[src/rtl/mem_arbiter.sv]
// Shares one single-port memory between the core fetch and data ports; one core step per pause release.
// Define MEM_ARB_IBUF_EN to add a one-entry fetch buffer that skips refetching an unchanged word.
module mem_arbiter #(
  parameter int unsigned TO_W   = 8,
  parameter int unsigned TO_CYC = 255
) (
  input  logic        clk,
  input  logic        rst,
  input  logic [31:0] i_addr,
  output logic [31:0] i_ins_o,
  input  logic [31:0] d_addr,
  input  logic [31:0] d_wdata,
  input  logic [3:0]  d_wr_en,
  input  logic        d_rd_req,
  output logic [31:0] d_rdata_o,
  output logic        pause_o,
  output logic        m_req,
  output logic [31:0] m_addr,
  output logic [31:0] m_wdata,
  output logic [3:0]  m_be,
  output logic        m_we,
  input  logic        m_ack,
  input  logic [31:0] m_rdata,
  output logic        bus_err_o
);

  typedef enum logic [1:0] {
    IDLE    = 2'd0,
    D_REQ   = 2'd1,
    I_REQ   = 2'd2,
    RELEASE = 2'd3
  } state_e;

  localparam logic [TO_W-1:0] TO_LAST = TO_W'(TO_CYC - 1);

  state_e          state_q, state_d;
  logic [TO_W-1:0] cnt_q, cnt_d;
  logic [29:0]     i_word_q, i_word_d;
  logic            m_req_q, m_req_d;
  logic [31:0]     m_addr_q, m_addr_d;
  logic [31:0]     m_wdata_q, m_wdata_d;
  logic [3:0]      m_be_q, m_be_d;
  logic            m_we_q, m_we_d;
  logic [31:0]     ins_q, ins_d;
  logic [31:0]     rdata_q, rdata_d;
  logic            err_q, err_d;
  logic            pause_q, pause_d;

  logic            ack_c;
  logic            to_c;
  logic            done_c;
  logic            hit_idle_c;
  logic            hit_dack_c;
  logic            unused_ok;

  // Byte-offset bits are irrelevant to a word-addressed memory.
  assign unused_ok = ^{i_addr[1:0], d_addr[1:0]};

  assign ack_c  = m_ack & m_req_q;
  assign to_c   = ~ack_c & (cnt_q == TO_LAST);
  assign done_c = ack_c | to_c;

`ifdef MEM_ARB_IBUF_EN
  logic [29:0] tag_q;
  logic        valid_q;
  logic        inval_c;

  // A store finishing to the buffered word makes the buffer stale.
  assign inval_c    = (state_q == D_REQ) && done_c && m_we_q && (m_addr_q[31:2] == tag_q);
  assign hit_idle_c = valid_q && (i_addr[31:2] == tag_q);
  assign hit_dack_c = valid_q && !inval_c && (i_word_q == tag_q);

  always_ff @(posedge clk or negedge rst) begin
    if (!rst) begin
      tag_q   <= '0;
      valid_q <= 1'b0;
    end else if ((state_q == I_REQ) && done_c) begin
      tag_q   <= i_word_q;
      valid_q <= ack_c;
    end else if (inval_c) begin
      valid_q <= 1'b0;
    end
  end
`else
  assign hit_idle_c = 1'b0;
  assign hit_dack_c = 1'b0;
`endif

  // Next state and next registered outputs.
  always_comb begin
    state_d   = state_q;
    cnt_d     = cnt_q;
    i_word_d  = i_word_q;
    m_req_d   = m_req_q;
    m_addr_d  = m_addr_q;
    m_wdata_d = m_wdata_q;
    m_be_d    = m_be_q;
    m_we_d    = m_we_q;
    ins_d     = ins_q;
    rdata_d   = rdata_q;
    err_d     = err_q;
    pause_d   = 1'b1;

    case (state_q)
      IDLE: begin
        i_word_d = i_addr[31:2];
        cnt_d    = '0;
        if ((d_wr_en != 4'h0) || d_rd_req) begin
          state_d   = D_REQ;
          m_req_d   = 1'b1;
          m_addr_d  = {d_addr[31:2], 2'b00};
          m_wdata_d = d_wdata;
          m_we_d    = (d_wr_en != 4'h0);
          m_be_d    = (d_wr_en != 4'h0) ? d_wr_en : 4'hF;
        end else if (hit_idle_c) begin
          state_d = RELEASE;
          pause_d = 1'b0;
        end else begin
          state_d  = I_REQ;
          m_req_d  = 1'b1;
          m_addr_d = {i_addr[31:2], 2'b00};
          m_we_d   = 1'b0;
          m_be_d   = 4'hF;
        end
      end

      D_REQ: begin
        if (done_c) begin
          if (!m_we_q) begin
            rdata_d = ack_c ? m_rdata : 32'h0;
          end
          if (to_c) begin
            err_d = 1'b1;
          end
          cnt_d = '0;
          // Data goes first so a store in this step is seen by the fetch.
          if (hit_dack_c) begin
            state_d = RELEASE;
            pause_d = 1'b0;
            m_req_d = 1'b0;
            m_we_d  = 1'b0;
            m_be_d  = 4'h0;
          end else begin
            state_d  = I_REQ;
            m_req_d  = 1'b1;
            m_addr_d = {i_word_q, 2'b00};
            m_we_d   = 1'b0;
            m_be_d   = 4'hF;
          end
        end else begin
          cnt_d = cnt_q + TO_W'(1);
        end
      end

      I_REQ: begin
        if (done_c) begin
          ins_d = ack_c ? m_rdata : 32'h0;
          if (to_c) begin
            err_d = 1'b1;
          end
          state_d = RELEASE;
          pause_d = 1'b0;
          m_req_d = 1'b0;
          m_we_d  = 1'b0;
          m_be_d  = 4'h0;
        end else begin
          cnt_d = cnt_q + TO_W'(1);
        end
      end

      RELEASE: begin
        state_d = IDLE;
      end

      default: begin
        state_d = IDLE;
      end
    endcase
  end

  always_ff @(posedge clk or negedge rst) begin
    if (!rst) begin
      state_q   <= IDLE;
      cnt_q     <= '0;
      i_word_q  <= '0;
      m_req_q   <= 1'b0;
      m_addr_q  <= '0;
      m_wdata_q <= '0;
      m_be_q    <= 4'h0;
      m_we_q    <= 1'b0;
      ins_q     <= '0;
      rdata_q   <= '0;
      err_q     <= 1'b0;
      pause_q   <= 1'b1;
    end else begin
      state_q   <= state_d;
      cnt_q     <= cnt_d;
      i_word_q  <= i_word_d;
      m_req_q   <= m_req_d;
      m_addr_q  <= m_addr_d;
      m_wdata_q <= m_wdata_d;
      m_be_q    <= m_be_d;
      m_we_q    <= m_we_d;
      ins_q     <= ins_d;
      rdata_q   <= rdata_d;
      err_q     <= err_d;
      pause_q   <= pause_d;
    end
  end

  assign i_ins_o   = ins_q;
  assign d_rdata_o = rdata_q;
  assign pause_o   = pause_q;
  assign m_req     = m_req_q;
  assign m_addr    = m_addr_q;
  assign m_wdata   = m_wdata_q;
  assign m_be      = m_be_q;
  assign m_we      = m_we_q;
  assign bus_err_o = err_q;

endmodule
[config.mk]
export PLATFORM = sky130hd
export DESIGN_NAME = mem_arbiter
export DESIGN_NICKNAME = d
export VERILOG_FILES = /design/src/rtl/mem_arbiter.sv
export SDC_FILE = /design/constraint.sdc
export NUM_CORES = 1
export LEC_CHECK = 0
export BUFFER_PORTS_ARGS = -buffer_cell sky130_fd_sc_hd__buf_2
export CORE_MARGIN = 2
export CORE_UTILIZATION = 55
export CTS_BUF_LIST = sky130_fd_sc_hd__clkbuf_4 sky130_fd_sc_hd__clkbuf_8
export DETAILED_ROUTE_END_ITERATION = 7
export PLACE_DENSITY = 0.88
export SYNTH_ARGS = -nofsm -noshare
export SYNTH_HDL_FRONTEND = slang
export SYNTH_SLANG_ARGS = --single-unit
export TNS_END_PERCENT = 50
[constraint.sdc]
create_clock -name clk -period 3.2 [get_ports clk]
set_input_delay 0.64 -clock clk [delete_from_list [all_inputs] [get_ports clk]]
set_output_delay 0.64 -clock clk [all_outputs]
set_load 0.01 [all_outputs]
* Yosys cells after proc, flatten, opt, wreduce, memory -nomap -nowiden
Cells that the tools add are included.
** Word-level totals
- Bits in registers :: 176
- Bits in latches :: 0
- RAM bits :: 0
- ROM bits :: 0
- Input port bits :: 136
- Output and inout port bits :: 136
- Logic and storage cells :: 65
- Memories :: 0
** Cells by class
- $add $sub $neg :: 1
- Multipliers :: 0
- Div/mod/pow operators :: 0
- Magnitude comparators :: 0
- Equality and inequality tests :: 8
- Shift-type cells :: 0
- Mux-type cells :: 23
- Bitwise operators :: 5
- Reductions and logical operators :: 16
** Operators by type and width (number)
- 32-bit two-way mux :: 3
- 32-bit case mux with 2 select lines :: 1
- 8-bit case mux with 3 select lines :: 1
- 4-bit two-way mux :: 4
- 8-bit two-way mux :: 2
- 4-bit case mux with 3 select lines :: 1
- 2-bit AND reduction :: 6
- 3-bit AND reduction :: 3
- 8-bit by 1-bit adder with 8-bit output, second input constant :: 1
- 8-bit equality test, second input constant :: 1
- 2-bit case mux with 4 select lines :: 1
- 2-bit two-way mux :: 3
- 2-bit inequality test, second input constant :: 3
- 1-bit two-way mux :: 5
- 2-bit equality test, second input constant :: 2
- 2-bit nonzero test :: 2
- 4-bit nonzero test :: 1
- 1-bit case mux with 3 select lines :: 1
- 3-bit nonzero test :: 1
- 1-bit bitwise AND :: 2
- 2-bit by 1-bit equality test with 1-bit output, second input constant :: 1
- 2-bit zero test :: 1
- 2-bit by 1-bit inequality test with 1-bit output, second input constant :: 1
- 1-bit inverter :: 2
- 4 further kinds :: 4

* Longest topological paths before layout
Gate-level depths: netlist of the first run.
- Word-level depth :: 6
- Gate-level depth with buffers :: 7
- Depth with buffers taken out :: 6

* Worst setup path before layout of the first run
No wires, ideal clock.
- Path type :: input to register
- Start point :: input port d_wr_en[0]
- End point :: register m_wdata_q[0] (netlist: m_wdata[0])
- Setup time :: 0.127 ns
- Data arrival time :: 1.777 ns
- Data required time :: 3.073 ns
- Slack :: 1.295 ns
- Cell stages on the path :: 6
- Path buffers :: 2
- Cells stage by stage :: nor4_4 > nand2b_1 > buf_2 > nand2_4 > buf_6 > mux2_1
** On the way
- Cells in the longest elaborated chain, start to end :: 3
** Ends and longest elaborated chain
- from (decl) :: line 13 : input logic [3:0] d_wr_en,
- 4-bit nonzero test :: line 108 : if ((d_wr_en != 4'h0) || d_rd_req) begin
- 1-bit logical OR :: line 108
- 2-bit AND reduction (no source line)
- to (signal assigned) :: line 201 : m_wdata_q <= m_wdata_d;
- to (decl) :: line 41 : logic [31:0] m_wdata_q, m_wdata_d;
Every way passes these cells.
A chain may end at the register's enable or synchronous reset.

* Worst setup path in the final report of the first run
- Start point :: register state_q[1]
- End point :: register rdata_q[4] (netlist: d_rdata_o[4])
** On the way
- Cells in the longest elaborated chain, start to end :: 2
** Ends and longest elaborated chain
- from (decl) :: line 36 : state_e state_q, state_d;
- from (signal assigned) :: line 196 : state_q <= state_d;
- 2-bit by 1-bit equality test with 1-bit output :: line 104 : case (state_q)
- 3-bit AND reduction (no source line)
- to (signal assigned) :: line 205 : rdata_q <= rdata_d;
- to (decl) :: line 45 : logic [31:0] rdata_q, rdata_d;
Every way passes these cells.

==> results of run 1 <==
worst max-delay path: stages, from the launching register on:
cell      delay (ps)
dfrtp_1          420
inv_1            120
ha_1             270
and4_1           340
a21o_1           160
buf_4            330
nand2b_1          90
buf_4            250
o21ai_0          230
cells in the mapped netlist, types with 2 or more instances:
master	number	area, um^2
a21oi_1	2	10.0
a22o_1	32	280
a22oi_1	30	225
a31oi_1	3	18.8
a32oi_1	3	26.3
and3_1	2	12.5
and4_1	2	17.5
buf_1	2	7.51
buf_2	14	70.1
buf_4	2	15.0
buf_6	4	45.0
clkbuf_1	25	93.8
dfrtp_1	173	4330
ha_1	7	87.6
inv_1	6	22.5
mux2_1	37	417
mux2_2	30	338
mux2i_1	30	300
nand2_1	50	188
nand2b_1	2	12.5
nand3_1	5	25.0
nand4_1	2	12.5
nor2_1	5	18.8
nor3_1	2	10.0
o21a_1	2	15.0
o21ai_0	75	375
o21ai_1	28	140
o31a_1	4	35.0
area by class of cell:
class	count	area, um^2	area share
Tap cell	176	220	0.0237
Multi-Input combinational cell	374	2770	0.299
Sequential cell	174	4360	0.469
Inverter	7	26.3	0.00283
Clock buffer	21	270	0.0291
Timing Repair Buffer	279	1450	0.156
Clock inverter	11	188	0.0202
per-layer routing:
metal | track usage | up-vias
li1 | - | 2683
met3 | 0.0765 | 19
met5 | 0 | -
met2 | 0.421 | 284
met4 | 0.0757 | 0
met1 | 0.325 | 2884
power groups by stage:
| stage | clock (W) | combinational, W | sequential, W |
|---|---|---|---|
| floorplan | 0 | 0.00201 | 0.00407 |
| global placement | 0 | 0.00371 | 0.00369 |
| detailed placement | 0 | 0.00384 | 0.00373 |
| CTS | 0.00177 | 0.00384 | 0.00371 |
| global route | 0.00188 | 0.00416 | 0.00384 |
| finish | 0.00173 | 0.00379 | 0.00372 |
how the worst max path moves through the flow:
stage / startpoint / endpoint / slack [ps] / cells after the start
final: state_q[1] / d_rdata_o[4] / 860 / 8
after detailed placement: state_q[1] / d_rdata_o[4] / 870 / 8
after CTS: state_q[1] / d_rdata_o[4] / 860 / 8
after global placement: d_wr_en[0] / m_wdata[17] / 950 / 5
after global routing: state_q[1] / d_rdata_o[31] / 730 / 8
after floorplan: d_wr_en[0] / m_wdata[0] / 1300 / 6
state kept, by name, summed over array words and instances (netlist names):
register and cells:
pause_o 1, m_be 4, m_we 1, m_req 1, state_q 2, cnt_q 8
d_rdata_o 32, i_word_q 30, bus_err_o 1, m_addr 30, m_wdata 32, i_ins_o 32
logic make-up after synthesis:
family                   count (synthesis)
adder cells (fa/ha/maj)                  7
AO/OA/AOI/OAI                          189
multiplexers                            97
other                                    1
flip-flops                             174
AND/OR/NAND/NOR                         79
buffers and inverters                   54
metrics by stage:
| step | hold WS (ps) | power [W] | instances |
|---|---|---|---|
| global placement | 445 | 0.00740 | 1010 |
| CTS | 102 | 0.00932 | 1042 |
| finish | 116 | 0.00924 | 1042 |
| detailed placement | 456 | 0.00757 | 1010 |
| floorplan | 344 | 0.00608 | 602 |
| global route | 115 | 0.00988 | 1042 |
==> results.py, run 1 <==
metrics = {
    "status": {
        "status": "completed",
    },
    "power_and_ir_drop": {
        "power_density_nw_per_um2": 996,
        "p_sw_w": 0.00338,
        "ir_drop_v": 0.000642,
        "p_leak_nw": 4.70,
        "p_comb_frac": 0.410,
        "power.share.sequential": 0.402,
        "p_int_w": 0.00586,
        "swShare": 0.366,
        "power_frac_clock": 0.187,
    },
    "floorplanning": {
        "std_cell_rows": 42,
        "dieWidth_um": 120,
        "die_y_um": 120,
        "io-pin-count": 272,
        "core-area_um2": 13100,
        "initial_core_util": 0.560,
        "dieArea_um2": 14300,
    },
    "finish": {
        "fin_area_um2": 9280,
        "nNetsFinal": 996,
        "fill_cells": 922,
        "layout-drive-gt1-share": 0.410,
        "diodes": 0,
        "final_cell_mix": "buf_2 (264), dfrtp_1 (173), o21ai_0 (75), nand2_1 (50), mux2_1 (37)",
        "post-route-util": 0.706,
        "area_growth_pct": 26.2,
        "layout_commonest_cell": "buf_2",
    },
    "grt": {
        "grt_pass1_wl_mm": 28.8,
        "grt_pass1_vias": 5807,
        "antenna_found_initial": 0,
        "grt_usage": 0.254,
        "overflow": 0,
        "grt_max_degree": 75,
    },
    "timing": {
        "finalCriticalPeriod_ps": 2340,
        "final.setup_skew_ps": 13.6,
        "period_share": 0.731,
        "fmax_mhz": 427,
        "fin_ws_ps": 860,
        "rsz0062_at_grt": "no",
        "tns_ps": 0,
        "hold_viol": 0,
        "slew_violations": 0,
        "finalSetupViolCount": 0,
        "tightestPinTransition_ps": 606,
        "relSlewSlack": 0.596,
    },
    "logic_synthesis": {
        "yosys_warnings": 0,
        "ys_seq_area_frac": 0.593,
        "ys.flop_type": "dfrtp_1",
        "synth_area_um2": 7350,
        "synthCells": 601,
        "synth_adder_area_share": 0.0119,
        "synth.distinct_cells": 50,
        "synth-compound-area-share": 0.165,
        "synth_mux_area_frac": 0.143,
        "synth_xor_area_frac": 0,
        "synth_seq_cells": 174,
        "yosys.area_share.simple": 0.0519,
        "synth_top_family_by_area": "compound AO/OA/AOI/OAI gates",
        "synth_edf_count": 0,
        "synth-async-reset-ratio": 1.00,
        "syn_avg_cell_area_um2": 12.2,
    },
    "cts": {
        "cts.clk_slew.worst_paths_ps": 90,
        "cts_tree": "built",
        "cts_max_path_buffers": 2,
        "worst_skew_pair.late_latency_ps": 440,
        "cts-hold-fix-buffers": 0,
        "root_buffer": "clkbuf_8",
        "cts_resized": 0,
        "post_cts_buffers": 0,
        "h-tree-depth": 4,
        "cts_buffers": 17,
        "cts_sinks": 174,
    },
    "detailed_routing": {
        "viasPerCell": 5.63,
        "met3_length_mm": 1.62,
        "wirelength_mm": 17.8,
        "ant_nets": 0,
        "drt_iter0_markers": 388,
        "wl_met1_mm": 7.12,
        "drc": 0,
        "avgRoutedWirePerCell_um": 17.0,
        "via_count": 5870,
        "dr_wl_met2_mm": 8.78,
        "routed.top_layer": "met4",
        "firstDrtPassIters": 5,
    },
    "critical_path": {
        "end_kind": "flop",
        "crit_type": "reg -> reg",
        "rr_startpoint": "state_q[1]",
        "startpoint_type": "flop",
        "cp_max_fo": 32,
        "timing.rr.end": "d_rdata_o[4]",
        "worst-r2r-setup-slack_ps": 860,
        "reg2reg_depth": 8,
        "cp_data_arrival_time_ps": 2690,
        "cp_data_required_time_ps": 3550,
    },
    "worst_hold_path": {
        "worstHoldPathType": "in -> async",
    },
    "flow_run": {
        "drv_cap": 0,
    },
    "place": {
        "placed_cell_area_um2": 8820,
        "portBuffers": 265,
        "gp_congestion": 0.796,
        "dp_slack_ps": 870,
        "dp_hpwl_mm": 12.3,
    },
}
Note: power is estimated with default switching activity, not from simulation.
==> inputs of run 2 (changes only) <==
ABC_AREA = 1   (was not set)
CORE_UTILIZATION = 47   (was 55)
PLACE_DENSITY = 0.79   (was 0.88)
clock period = 2.15 ns   (was 3.2 ns; I/O delays follow)
==> results.py, run 2 <==
metrics = {
    "flow_run": {
        "drv_cap": 0,
    },
    "logic_synthesis": {
        "synth-async-reset-ratio": 1.00,
        "yosys_warnings": 0,
        "synth.distinct_cells": 28,
        "syn_avg_cell_area_um2": 8.35,
        "synth_area_um2": 7760,
        "yosysTopAreaCellShare": 0.558,
        "synth_adder_area_share": 0.0113,
        "synth_mux_area_frac": 0,
        "synth-compound-area-share": 0.100,
        "yosysMostFrequentCell": "nand2_1",
        "synth_xor_area_frac": 0.00113,
        "ys.flop_type": "dfrtp_1",
        "synth_edf_count": 0,
        "yosys.area_share.simple": 0.265,
        "ys_seq_area_frac": 0.561,
        "synth_seq_cells": 174,
        "yosysTopAreaCell": "dfrtp_1",
        "synthTopCellsByCount": "nand2_1 (344), dfrtp_1 (173), nand3_1 (103)",
        "synthCells": 930,
        "synthTopCellsByArea": "dfrtp_1 (56%), nand2_1 (17%), nand3_1 (6.6%)",
        "synth_top_family_by_area": "simple AND/OR/NAND/NOR gates",
    },
    "timing": {
        "final.setup_skew_ps": 18.2,
        "period_share": 0.879,
        "rsz0062_at_grt": "no",
        "finalCriticalPeriod_ps": 1890,
        "tightestPinTransition_ps": 564,
        "slew_violations": 0,
        "hold_viol": 0,
        "finalSetupViolCount": 0,
        "tns_ps": 0,
        "relSlewSlack": 0.624,
        "fmax_mhz": 529,
    },
    "power_and_ir_drop": {
        "ir_drop_v": 0.000782,
        "power_frac_clock": 0.168,
        "p_comb_frac": 0.443,
        "p_int_w": 0.00842,
        "power.share.sequential": 0.389,
        "p_leak_nw": 5.28,
        "p_sw_w": 0.00604,
        "power_density_nw_per_um2": 1460,
        "swShare": 0.418,
    },
    "place": {
        "gp_congestion": 0.832,
        "portBuffers": 265,
        "dp_hpwl_mm": 15.3,
        "placed_cells": 1384,
    },
    "grt": {
        "antenna_found_initial": 1,
        "grt_pass1_vias": 7042,
        "overflow": 0,
        "grt_usage": 0.245,
        "grt_pass1_wl_mm": 34.7,
        "grt_max_degree": 61,
    },
    "floorplanning": {
        "die_y_um": 133,
        "std_cell_rows": 46,
        "core-area_um2": 16000,
        "initial_core_util": 0.485,
        "io-pin-count": 272,
        "dieArea_um2": 17600,
        "dieWidth_um": 133,
    },
    "detailed_routing": {
        "drt_iter0_markers": 366,
        "firstDrtPassIters": 5,
        "avgRoutedWirePerCell_um": 14.8,
        "via_count": 7172,
        "drc": 0,
        "wirelength_mm": 20.9,
        "ant_nets": 0,
        "viasPerCell": 5.06,
    },
    "cts": {
        "cts.clk_slew.worst_paths_ps": 100,
        "root_buffer": "clkbuf_8",
        "worst_skew_pair.late_latency_ps": 460,
        "cts_tree": "built",
        "cts_max_path_buffers": 2,
        "h-tree-depth": 4,
        "cts_buffers": 17,
        "cts_resized": 0,
        "cts_sinks": 174,
    },
    "finish": {
        "layout_commonest_cell": "nand2_1",
        "layout-drive-gt1-share": 0.281,
        "diodes": 0,
        "area_growth_pct": 27.3,
        "layoutNonFillerInstCount": 1417,
        "final_cell_mix": "nand2_1 (343), buf_2 (264), dfrtp_1 (173), nand3_1 (103), o21ai_0 (71)",
        "nNetsFinal": 1331,
    },
    "critical_path": {
        "crit_type": "reg -> reg",
        "cp_data_required_time_ps": 2540,
        "cp_max_fo": 7,
        "startpoint_type": "flop",
        "end_kind": "flop",
        "cp_data_arrival_time_ps": 2290,
    },
    "status": {
        "status": "completed",
    },
    "worst_hold_path": {
        "worstHoldPathType": "in -> reg",
    },
}
[run 2: repair_timing]
action	4_1_cts	5_1_grt
setup buffers	0	0
hold buffers	1	0
hold endpoints to repair	49	0
endpoints found under the setup margin	0	0
[run 2: layer usage]
layer  global-route usage  vias to the layer above  wire, um
met4               0.0836                        2       407
met1                0.313                     3363      8790
met2                0.407                      294     10100
li1                     -                     3485         -
met3               0.0648                       28      1640
met5                    0                        -        13
[run 2: cell type report]
cell class	count	area (um^2)
timing repair buffer	293	1670
inverter	56	210
multi-input combinational	646	2940
clock inverter	15	198
fill	1426	6120
sequential	174	4360
tap	216	270
clock buffer	17	234
[run 2: power groups by stage]
stage	clock (W)	combinational, W	sequential (W)
2_1_floorplan	0	0.00337	0.00615
3_3_place_gp	0	0.00628	0.00563
3_5_place_dp	0	0.00648	0.00566
4_1_cts	0.00250	0.00647	0.00562
5_1_grt	0.00266	0.00722	0.00579
6_report	0.00243	0.00640	0.00563
[run 2: path summary, 6_finish.rpt]
path | from | to | slack [ps] | cells past startpoint
setup / recovery | state_q[0] | cnt_q[1] | 260 | 8
hold / removal | i_addr[27] | i_word_q[25] | 190 | 3
setup reg to reg | state_q[0] | cnt_q[1] | 260 | 8
hold reg to reg | m_wdata[20] | m_wdata[20] | 480 | 2
max in group asynchronous | rst | d_rdata_o[26] | 990 | 3
min in group asynchronous | rst | d_rdata_o[10] | 520 | 2
[run 2: worst max-delay path: stages (launching register included)]
cell     delay [ps]
dfrtp_1         410
inv_1           140
ha_1            290
inv_1            80
nand2_1          70
nand3_1         190
nor3_1          430
nand2_1         140
nand2_1          80
[run 2: cell families after synthesis]
| group | count (synthesis) |
|---|---|
| flip-flops | 174 |
| AO/OA/AOI/OAI | 138 |
| adder cells (fa/ha/maj) | 7 |
| other | 1 |
| XOR/XNOR | 1 |
| AND/OR/NAND/NOR | 498 |
| buffers and inverters | 111 |
[run 2: through the flow]
| stage | setup slack, ps | cell area [um^2] | power [W] | utilization | hold WS (ps) |
|---|---|---|---|---|---|
| final | 259 | 9880 | 0.0145 | 0.617 | 188 |
| after global routing | 67.1 | 9880 | 0.0157 | 0.617 | 162 |
| after CTS | 237 | 9880 | 0.0146 | 0.617 | 158 |
| after detailed placement | 260 | 9440 | 0.0121 | 0.590 | 445 |
| after global placement | 340 | 9440 | 0.0119 | 0.590 | 443 |
| after floorplan | 532 | 7760 | 0.00952 | - | 134 |
